## config.mk

```make
export PLATFORM = sky130hd
export DESIGN_NAME = lane_tx_scheduler
export DESIGN_NICKNAME = d
export VERILOG_FILES = /design/src/rtl/lane_sched_pkg.sv /design/src/rtl/lp_cycle_timer.sv /design/src/rtl/lane_tx_scheduler.sv
export SDC_FILE = /design/constraint.sdc
export NUM_CORES = 1
export LEC_CHECK = 0
export ABC_AREA = 1
export BUFFER_PORTS_ARGS = -buffer_cell sky130_fd_sc_hd__buf_2
export CAP_MARGIN = 25
export CORE_UTILIZATION = 57
export CTS_CLUSTER_DIAMETER = 40
export CTS_CLUSTER_SIZE = 25
export DETAILED_ROUTE_END_ITERATION = 16
export GPL_TIMING_DRIVEN = 0
export PLACE_DENSITY_LB_ADDON = 0.15
export SYNTH_ARGS = -nofsm -noshare
export SYNTH_HDL_FRONTEND = slang
export SYNTH_SLANG_ARGS = --single-unit
```

## constraint.sdc

```tcl
create_clock -name clk -period 5.6 [get_ports clk]
set_input_delay 0 -clock clk [delete_from_list [all_inputs] [get_ports clk]]
set_output_delay 0 -clock clk [all_outputs]
set_load 0.05 [all_outputs]
```

## src/rtl/lane_sched_pkg.sv

```systemverilog
// lane_sched_pkg: shared states, requester indices and trigger codes for the lane TX scheduler
package lane_sched_pkg;
  typedef enum logic [2:0] {S_IDLE, S_HS, S_LPDT, S_TRIG, S_ULPS, S_WAIT_STOP, S_GAP} state_t;
  localparam int REQ_HS   = 0;
  localparam int REQ_LPDT = 1;
  localparam int REQ_TRIG = 2;
  localparam int REQ_ULPS = 3;
  localparam logic RR_LPDT = 1'b0;
  localparam logic RR_HS   = 1'b1;
  localparam logic [3:0] TRIG_RESET = 4'b0001;
  localparam logic [3:0] TRIG_3     = 4'b0010;
  localparam logic [3:0] TRIG_ACK   = 4'b0100;
  localparam logic [3:0] TRIG_4     = 4'b1000;
endpackage

```

## src/rtl/lp_cycle_timer.sv

```systemverilog
// lp_cycle_timer: up-counter whose terminal hit fires on the limit-th enabled cycle and self-clears
module lp_cycle_timer #(
  parameter int CNT_W = 11
) (
  input  logic             clk,
  input  logic             rst,
  input  logic             clr,
  input  logic             en,
  input  logic [CNT_W-1:0] limit,
  output logic             hit
);
  logic [CNT_W-1:0] cnt;
  assign hit = en && cnt == limit - 1'b1;
  always_ff @(posedge clk or posedge rst)
    if (rst) cnt <= '0;
    else if (clr || hit) cnt <= '0;
    else if (en) cnt <= cnt + 1'b1;
endmodule

```

## src/rtl/lane_tx_scheduler.sv

```systemverilog
// lane_tx_scheduler: arbitrates HS/LPDT/trigger/ULPS requesters and sequences the lane PPI request pins
module lane_tx_scheduler import lane_sched_pkg::*; #(
  parameter int MIN_GAP_CYC = 8,
  parameter int TIMEOUT_CYC = 1024,
  parameter int CNT_W       = 11
) (
  input  logic       clk,
  input  logic       rst,
  input  logic       enable,
  input  logic       stop_state,
  input  logic       ulps_active_n,
  input  logic       tx_rd_esc,
  input  logic       hs_req,
  input  logic       hs_end,
  output logic       hs_gnt,
  input  logic       lpdt_req,
  input  logic       lpdt_valid,
  input  logic       lpdt_last,
  input  logic [7:0] lpdt_data,
  output logic       lpdt_ready,
  input  logic       trig_req,
  input  logic [3:0] trig_code,
  output logic       trig_ack,
  input  logic       ulps_req,
  input  logic       ulps_exit_req,
  output logic       ulps_ack,
  output logic       tx_rq_hs,
  output logic       tx_rq_esc,
  output logic       tx_lpdt_esc,
  output logic       tx_ulps_esc,
  output logic       tx_ulps_exit,
  output logic       tx_valid_esc,
  output logic [3:0] tx_trigger_esc,
  output logic [7:0] tx_data_esc,
  output logic       busy,
  output logic       err_timeout,
  output logic       err_cmd
);
  state_t state;
  logic rr_last, trig_pend, active, gap, in_lpdt, hit, timeout, pick_hs;
  assign active = state inside {S_HS, S_LPDT, S_TRIG, S_ULPS};
  assign gap = state == S_GAP;
  assign in_lpdt = state == S_LPDT;
  assign timeout = active && hit;
  assign pick_hs = hs_req && (!lpdt_req || rr_last != RR_HS);
  assign busy = state != S_IDLE;
  assign hs_gnt = state == S_HS && !stop_state;
  assign ulps_ack = state == S_ULPS && !ulps_active_n;
  assign lpdt_ready = in_lpdt && tx_rd_esc;
  assign tx_valid_esc = in_lpdt && lpdt_valid;
  assign tx_data_esc = in_lpdt ? lpdt_data : 8'h00;
  // One counter serves both the Stop-exit timeout and the inter-transaction gap
  lp_cycle_timer #(.CNT_W(CNT_W)) u_timer (
    .clk  (clk),
    .rst  (rst),
    .clr  (!stop_state || !(active || gap)),
    .en   (stop_state && (gap || (active && !ulps_ack))),
    .limit(gap ? CNT_W'(MIN_GAP_CYC) : CNT_W'(TIMEOUT_CYC)),
    .hit  (hit)
  );
  always_ff @(posedge clk or posedge rst)
    if (rst) begin
      state <= S_IDLE;
      rr_last <= RR_LPDT;
      trig_pend <= 1'b0;
      {tx_rq_hs, tx_rq_esc, tx_lpdt_esc, tx_ulps_esc, tx_ulps_exit, tx_trigger_esc} <= '0;
      {trig_ack, err_cmd, err_timeout} <= '0;
    end else begin
      {trig_ack, err_cmd, err_timeout} <= '0;
      if (timeout) begin
        {tx_rq_hs, tx_rq_esc, tx_lpdt_esc, tx_ulps_esc, tx_ulps_exit, tx_trigger_esc} <= '0;
        err_timeout <= 1'b1;
        state <= S_GAP;
      end else
        case (state)
          S_IDLE:
            if (enable && stop_state) begin
              if (trig_req) begin
                if ($onehot(trig_code)) begin
                  state <= S_TRIG;
                  tx_rq_esc <= 1'b1;
                  tx_trigger_esc <= trig_code;
                end else {trig_ack, err_cmd} <= 2'b11;
              end else if (ulps_req) begin
                state <= S_ULPS;
                {tx_rq_esc, tx_ulps_esc} <= 2'b11;
              end else if (pick_hs) begin
                state <= S_HS;
                tx_rq_hs <= 1'b1;
              end else if (lpdt_req) begin
                state <= S_LPDT;
                {tx_rq_esc, tx_lpdt_esc} <= 2'b11;
              end
            end
          S_HS:
            if (hs_end) begin
              tx_rq_hs <= 1'b0;
              rr_last <= RR_HS;
              state <= S_WAIT_STOP;
            end
          S_LPDT:
            if (lpdt_valid && tx_rd_esc && lpdt_last) begin
              {tx_rq_esc, tx_lpdt_esc} <= 2'b00;
              rr_last <= RR_LPDT;
              state <= S_WAIT_STOP;
            end
          S_TRIG:
            if (!stop_state) begin
              tx_rq_esc <= 1'b0;
              tx_trigger_esc <= 4'b0000;
              trig_pend <= 1'b1;
              state <= S_WAIT_STOP;
            end
          S_ULPS:
            if (ulps_ack && ulps_exit_req) begin
              {tx_rq_esc, tx_ulps_esc, tx_ulps_exit} <= 3'b001;
              state <= S_WAIT_STOP;
            end
          S_WAIT_STOP:
            if (stop_state) begin
              tx_ulps_exit <= 1'b0;
              trig_ack <= trig_pend;
              trig_pend <= 1'b0;
              state <= S_GAP;
            end
          S_GAP: if (hit) state <= S_IDLE;
          default: state <= S_IDLE;
        endcase
    end
endmodule

```

==> flow_summary.html <==
<table>
<tr><th>Metric</th><th>Value</th></tr>
<tr><th colspan="2">Die</th></tr>
<tr><td>Row cnt</td><td>20</td></tr>
<tr><td>Horiz. Die Dim</td><td>59.7 microns</td></tr>
<tr><td>Ports placed on the boundary</td><td>51</td></tr>
<tr><td>Area of the core</td><td>3100 sq um</td></tr>
<tr><td>Initial standard-cell utilization of the core</td><td>61.0%</td></tr>
<tr><td>Die Y-Extent</td><td>59.7 microns</td></tr>
<tr><td>Area of the die</td><td>3560 sq um</td></tr>
<tr><th colspan="2">STA</th></tr>
<tr><td>Clk_skew</td><td>0.0152 ns</td></tr>
<tr><td>Sum of negative setup slack</td><td>0 ns</td></tr>
<tr><td>Fmax</td><td>396 MHz</td></tr>
<tr><td>RSZ-0062 raised after global routing</td><td>false</td></tr>
<tr><td>Final count of pins violating max slew</td><td>0</td></tr>
<tr><td>Fin crit share</td><td>45.1%</td></tr>
<tr><td>Tmin final</td><td>2.52 ns</td></tr>
<tr><td>Worst-margin pin slew</td><td>0.476 ns</td></tr>
<tr><td>Endpoints failing hold</td><td>0</td></tr>
<tr><td>Headroom to the max-slew limit</td><td>68.0%</td></tr>
<tr><td>Final setup violation count</td><td>0</td></tr>
<tr><th colspan="2">Power and ir drop</th></tr>
<tr><td>Total power</td><td>1.08 mW</td></tr>
<tr><td>Power Density</td><td>459 nW/um^2</td></tr>
<tr><td>P_leak</td><td>1.30 nW</td></tr>
<tr><td>Worst IR drop on VDD</td><td>0.290 mV</td></tr>
<tr><th colspan="2">Yosys</th></tr>
<tr><td>Top cells by area, synth</td><td>dfrtp_1, inv_1, nand2_1, nor2_1, nand3_1</td></tr>
<tr><td>Async set-reset flop share out of synthesis</td><td>100%</td></tr>
<tr><td>Dominant cell type by area after synthesis</td><td>dfrtp_1</td></tr>
<tr><td>Share of the yosys chip area belonging to registers</td><td>37.0%</td></tr>
<tr><td>Synthesized netlist cell count</td><td>270</td></tr>
<tr><td>Number of enable-type register cells in the synthesized netlist</td><td>0</td></tr>
<tr><td>Post-synth cell types</td><td>38</td></tr>
<tr><td>Seq cells post-synth</td><td>28</td></tr>
<tr><td>Average cell area after synthesis</td><td>7.02 sq um</td></tr>
<tr><td>Ys flop type</td><td>dfrtp_1</td></tr>
<tr><td>Syn. warnings</td><td>0</td></tr>
<tr><td>Top-area cell type share of the netlist area</td><td>37.0%</td></tr>
<tr><td>Net count after synthesis</td><td>300</td></tr>
<tr><td>Post-synthesis instance area</td><td>1890 sq um</td></tr>
<tr><th colspan="2">Route</th></tr>
<tr><td>Post-detailed-route via-to-cell ratio</td><td>5.07</td></tr>
<tr><td>Violation count after the first detailed-routing iteration</td><td>82</td></tr>
<tr><td>Total vias in the final route</td><td>1,910</td></tr>
<tr><td>ANT nets after route</td><td>0</td></tr>
<tr><td>1st-pass router iterations</td><td>4</td></tr>
<tr><td>Final WL</td><td>4.16 mm</td></tr>
<tr><td>Mean routed wirelength per cell</td><td>11.0 microns</td></tr>
<tr><td>Drc violations</td><td>0</td></tr>
<tr><th colspan="2">Worst hold path</th></tr>
<tr><td>Hold Crit Depth</td><td>5</td></tr>
<tr><td>Worst hold path endpoint</td><td>tx_rq_esc$_DFFE_PP0P_</td></tr>
<tr><td>Class of the most critical hold timing path</td><td>in -&gt; reg</td></tr>
<tr><td>Start point of the worst min-delay path</td><td>trig_req</td></tr>
<tr><th colspan="2">Setup path</th></tr>
<tr><td>Critical path startpoint</td><td>trig_code[0]</td></tr>
<tr><td>Logic depth of the worst register-to-register path</td><td>15</td></tr>
<tr><td>Worst reg2reg path startpoint</td><td>state[0]$_DFFE_PP0P_</td></tr>
<tr><td>Delay of the slowest critical-path stage</td><td>0.54 ns</td></tr>
<tr><td>Worst setup SP type</td><td>input pin</td></tr>
<tr><td>Type of the worst setup path</td><td>in -&gt; reg</td></tr>
<tr><td>Critical Path Slowest Stage Cell</td><td>fa_1</td></tr>
<tr><td>Req. time, crit path</td><td>5.85 ns</td></tr>
<tr><td>Peak fanout along the critical path</td><td>4</td></tr>
<tr><td>Crit path top cell by count</td><td>nand2_1</td></tr>
<tr><td>End of the worst register-to-register path</td><td>state[0]$_DFFE_PP0P_</td></tr>
<tr><td>Kind of end point of the critical path</td><td>flip-flop</td></tr>
<tr><td>Worst reg2reg setup slack</td><td>3.39 ns</td></tr>
<tr><td>Worst path cell trace</td><td>dlygate4sd3_1 &gt; buf_2 &gt; inv_1 &gt; fa_1 &gt; inv_1 &gt; ha_1 &gt; ha_1 &gt; or3b_2 &gt; nand2_1 &gt; nand2_1 &gt; nand2_2 &gt; nand2_2 &gt; inv_1 &gt; nand2_2 &gt; nand2_1 &gt; nand2_1</td></tr>
<tr><td>Data arrival time of the critical path</td><td>2.78 ns</td></tr>
<tr><td>Cell family contributing the most delay on the critical path</td><td>simple AND/OR/NAND/NOR gates</td></tr>
<tr><td>Buffers plus inverters on the worst setup path</td><td>5</td></tr>
<tr><th colspan="2">Layout</th></tr>
<tr><td>Share of post-route cells with drive strength above 1</td><td>23.7%</td></tr>
<tr><td>Number of flip-flops in the largest register</td><td>11</td></tr>
<tr><td>Number of fillers in the final layout</td><td>262</td></tr>
<tr><td>Registers with the most flip-flops</td><td>u_timer.cnt (11), tx_trigger_esc (4), state (3)</td></tr>
<tr><td>Number of nets in the final layout</td><td>364</td></tr>
<tr><td>Post-synthesis to final-layout area growth</td><td>24.0%</td></tr>
<tr><td>Fin cells</td><td>377</td></tr>
<tr><td>Final core occ</td><td>75.7%</td></tr>
<tr><td>Most frequent cells in the layout</td><td>inv_1, buf_2, nand2_1</td></tr>
<tr><td>Largest register by flop count</td><td>u_timer.cnt</td></tr>
<tr><td>Most common cell after layout, fill and taps aside</td><td>inv_1</td></tr>
<tr><td>N_diodes</td><td>0</td></tr>
<tr><th colspan="2">Placed design</th></tr>
<tr><td>Final weighted congestion in routability-driven placement</td><td>0.876</td></tr>
<tr><td>Port Buf Inserts</td><td>49</td></tr>
<tr><td>Detailed-placement wirelength estimate</td><td>3.21 mm</td></tr>
<tr><td>Number of placed cells counting well taps</td><td>364</td></tr>
<tr><th colspan="2">CTS</th></tr>
<tr><td>Root buffer selected by CTS</td><td>clkbuf_4</td></tr>
<tr><td>TritonCTS Sinks</td><td>28</td></tr>
<tr><td>Register clock-pin slew on the reported worst setup and hold paths</td><td>0.16 ns</td></tr>
<tr><td>Post_cts resized</td><td>0</td></tr>
<tr><td>Maximum number of buffers from clock root to sink</td><td>2</td></tr>
<tr><td>Latest clock arrival within the worst-skew pair</td><td>0.35 ns</td></tr>
<tr><td>H-tree levels</td><td>1</td></tr>
<tr><td>Clock tree from TritonCTS</td><td>done</td></tr>
<tr><td>Cts bufs inserted</td><td>3</td></tr>
<tr><th colspan="2">Global routing</th></tr>
<tr><td>First-pass GRT wire length</td><td>6.92 mm</td></tr>
<tr><td>Total grt overflow</td><td>0</td></tr>
<tr><td>Pin count of the biggest net entering global routing</td><td>20</td></tr>
<tr><td>Number of antenna violations at the first check in global routing</td><td>0</td></tr>
<tr><td>Vias in the first global route</td><td>1,691</td></tr>
<tr><td>Overall fraction of global-route tracks in use</td><td>25.5%</td></tr>
<tr><th colspan="2">Run</th></tr>
<tr><td>Total of max-cap violations</td><td>0</td></tr>
<tr><th colspan="2">Outcome</th></tr>
<tr><td>Run status</td><td>finished, final reports clean</td></tr>
</table>
==> cells in the mapped netlist (all sizes together) (4+ instances only) <==
master / instances
nor4: 4
nor2: 47
inv: 54
nand2: 55
dfrtp: 28
o21ai: 18
nor3: 8
a21oi: 6
nand3: 22
nand4: 5
==> worst min-delay path, cell delays in order <==
cell and delay (ns):
buf_2 0.09, nor4_1 0.06, inv_1 0.06, nand4_1 0.08
nand2_1 0.07
==> area by class of cell <==
cell class / instances / area [sq um] / share of cell area (%)
Sequential cell: 28 / 701 / 29.8
Multi-Input combinational cell: 184 / 963 / 41.0
Clock buffer: 4 / 36.3 / 1.55
Tap cell: 44 / 55.1 / 2.34
Timing Repair Buffer: 59 / 363 / 15.5
Buffer: 4 / 27.5 / 1.17
Inverter: 54 / 203 / 8.63
==> repair_timing <==
| item | CTS | global route |
|---|---|---|
| hold endpoints to repair | 17 | 0 |
| hold buffers | 9 | 0 |
| setup buffers | 0 | 0 |
==> power breakdown <==
group | switching [mW] | leakage [nW] | internal, mW
Clock | 0.0652 | 0.0210 | 0.0400
Combinational | 0.490 | 0.909 | 0.188
Sequential | 0.0367 | 0.365 | 0.258
==> worst max-delay path by stage <==
stage                               endpoint  slack [ns]  cells after the start
6_report                state[0]$_DFFE_PP0P_        3.08                     16
5_1_grt                 state[0]$_DFFE_PP0P_        2.92                     16
4_1_cts        tx_trigger_esc[0]$_DFFE_PP0P_        3.08                     13
3_5_place_dp            state[0]$_DFFE_PP0P_        3.24                     15
3_3_place_gp            state[0]$_DFFE_PP0P_        3.29                     15
2_1_floorplan  tx_trigger_esc[0]$_DFFE_PP0P_        3.48                     11
==> kinds of logic (layout without fill, tap and decap cells) <==
family / count (synthesis) / count (layout) / share of synthesized area (%)
buf+inv: 58 / 121 / 12.2
xor+xnor: 4 / 4 / 1.85
fa+ha+maj: 4 / 4 / 3.04
flops: 28 / 28 / 37.0
compound gates: 31 / 31 / 9.84
simple gates: 145 / 145 / 36.1
==> routing by layer <==
layer	wire (microns)	up-vias	global-route usage, %	part of all wire, %
met2	1840	73	41.4	44
met5	0	-	0	0
li1	-	979	-	-
met3	233	7	2.81	5.6
met1	2030	851	35.4	49
met4	60	0	8.64	1.4
==> through the flow <==
stage	instance area [sq um]	setup WS [ns]	hold slack (ns)
6_report	2350	3.08	0.0273
5_1_grt	2350	2.92	0.0466
4_1_cts	2350	3.08	0.0341
3_5_place_dp	2220	3.24	0.0460
3_3_place_gp	2190	3.29	0.236
2_1_floorplan	1890	3.48	0.0654
Power figures use the tool's default switching activity.
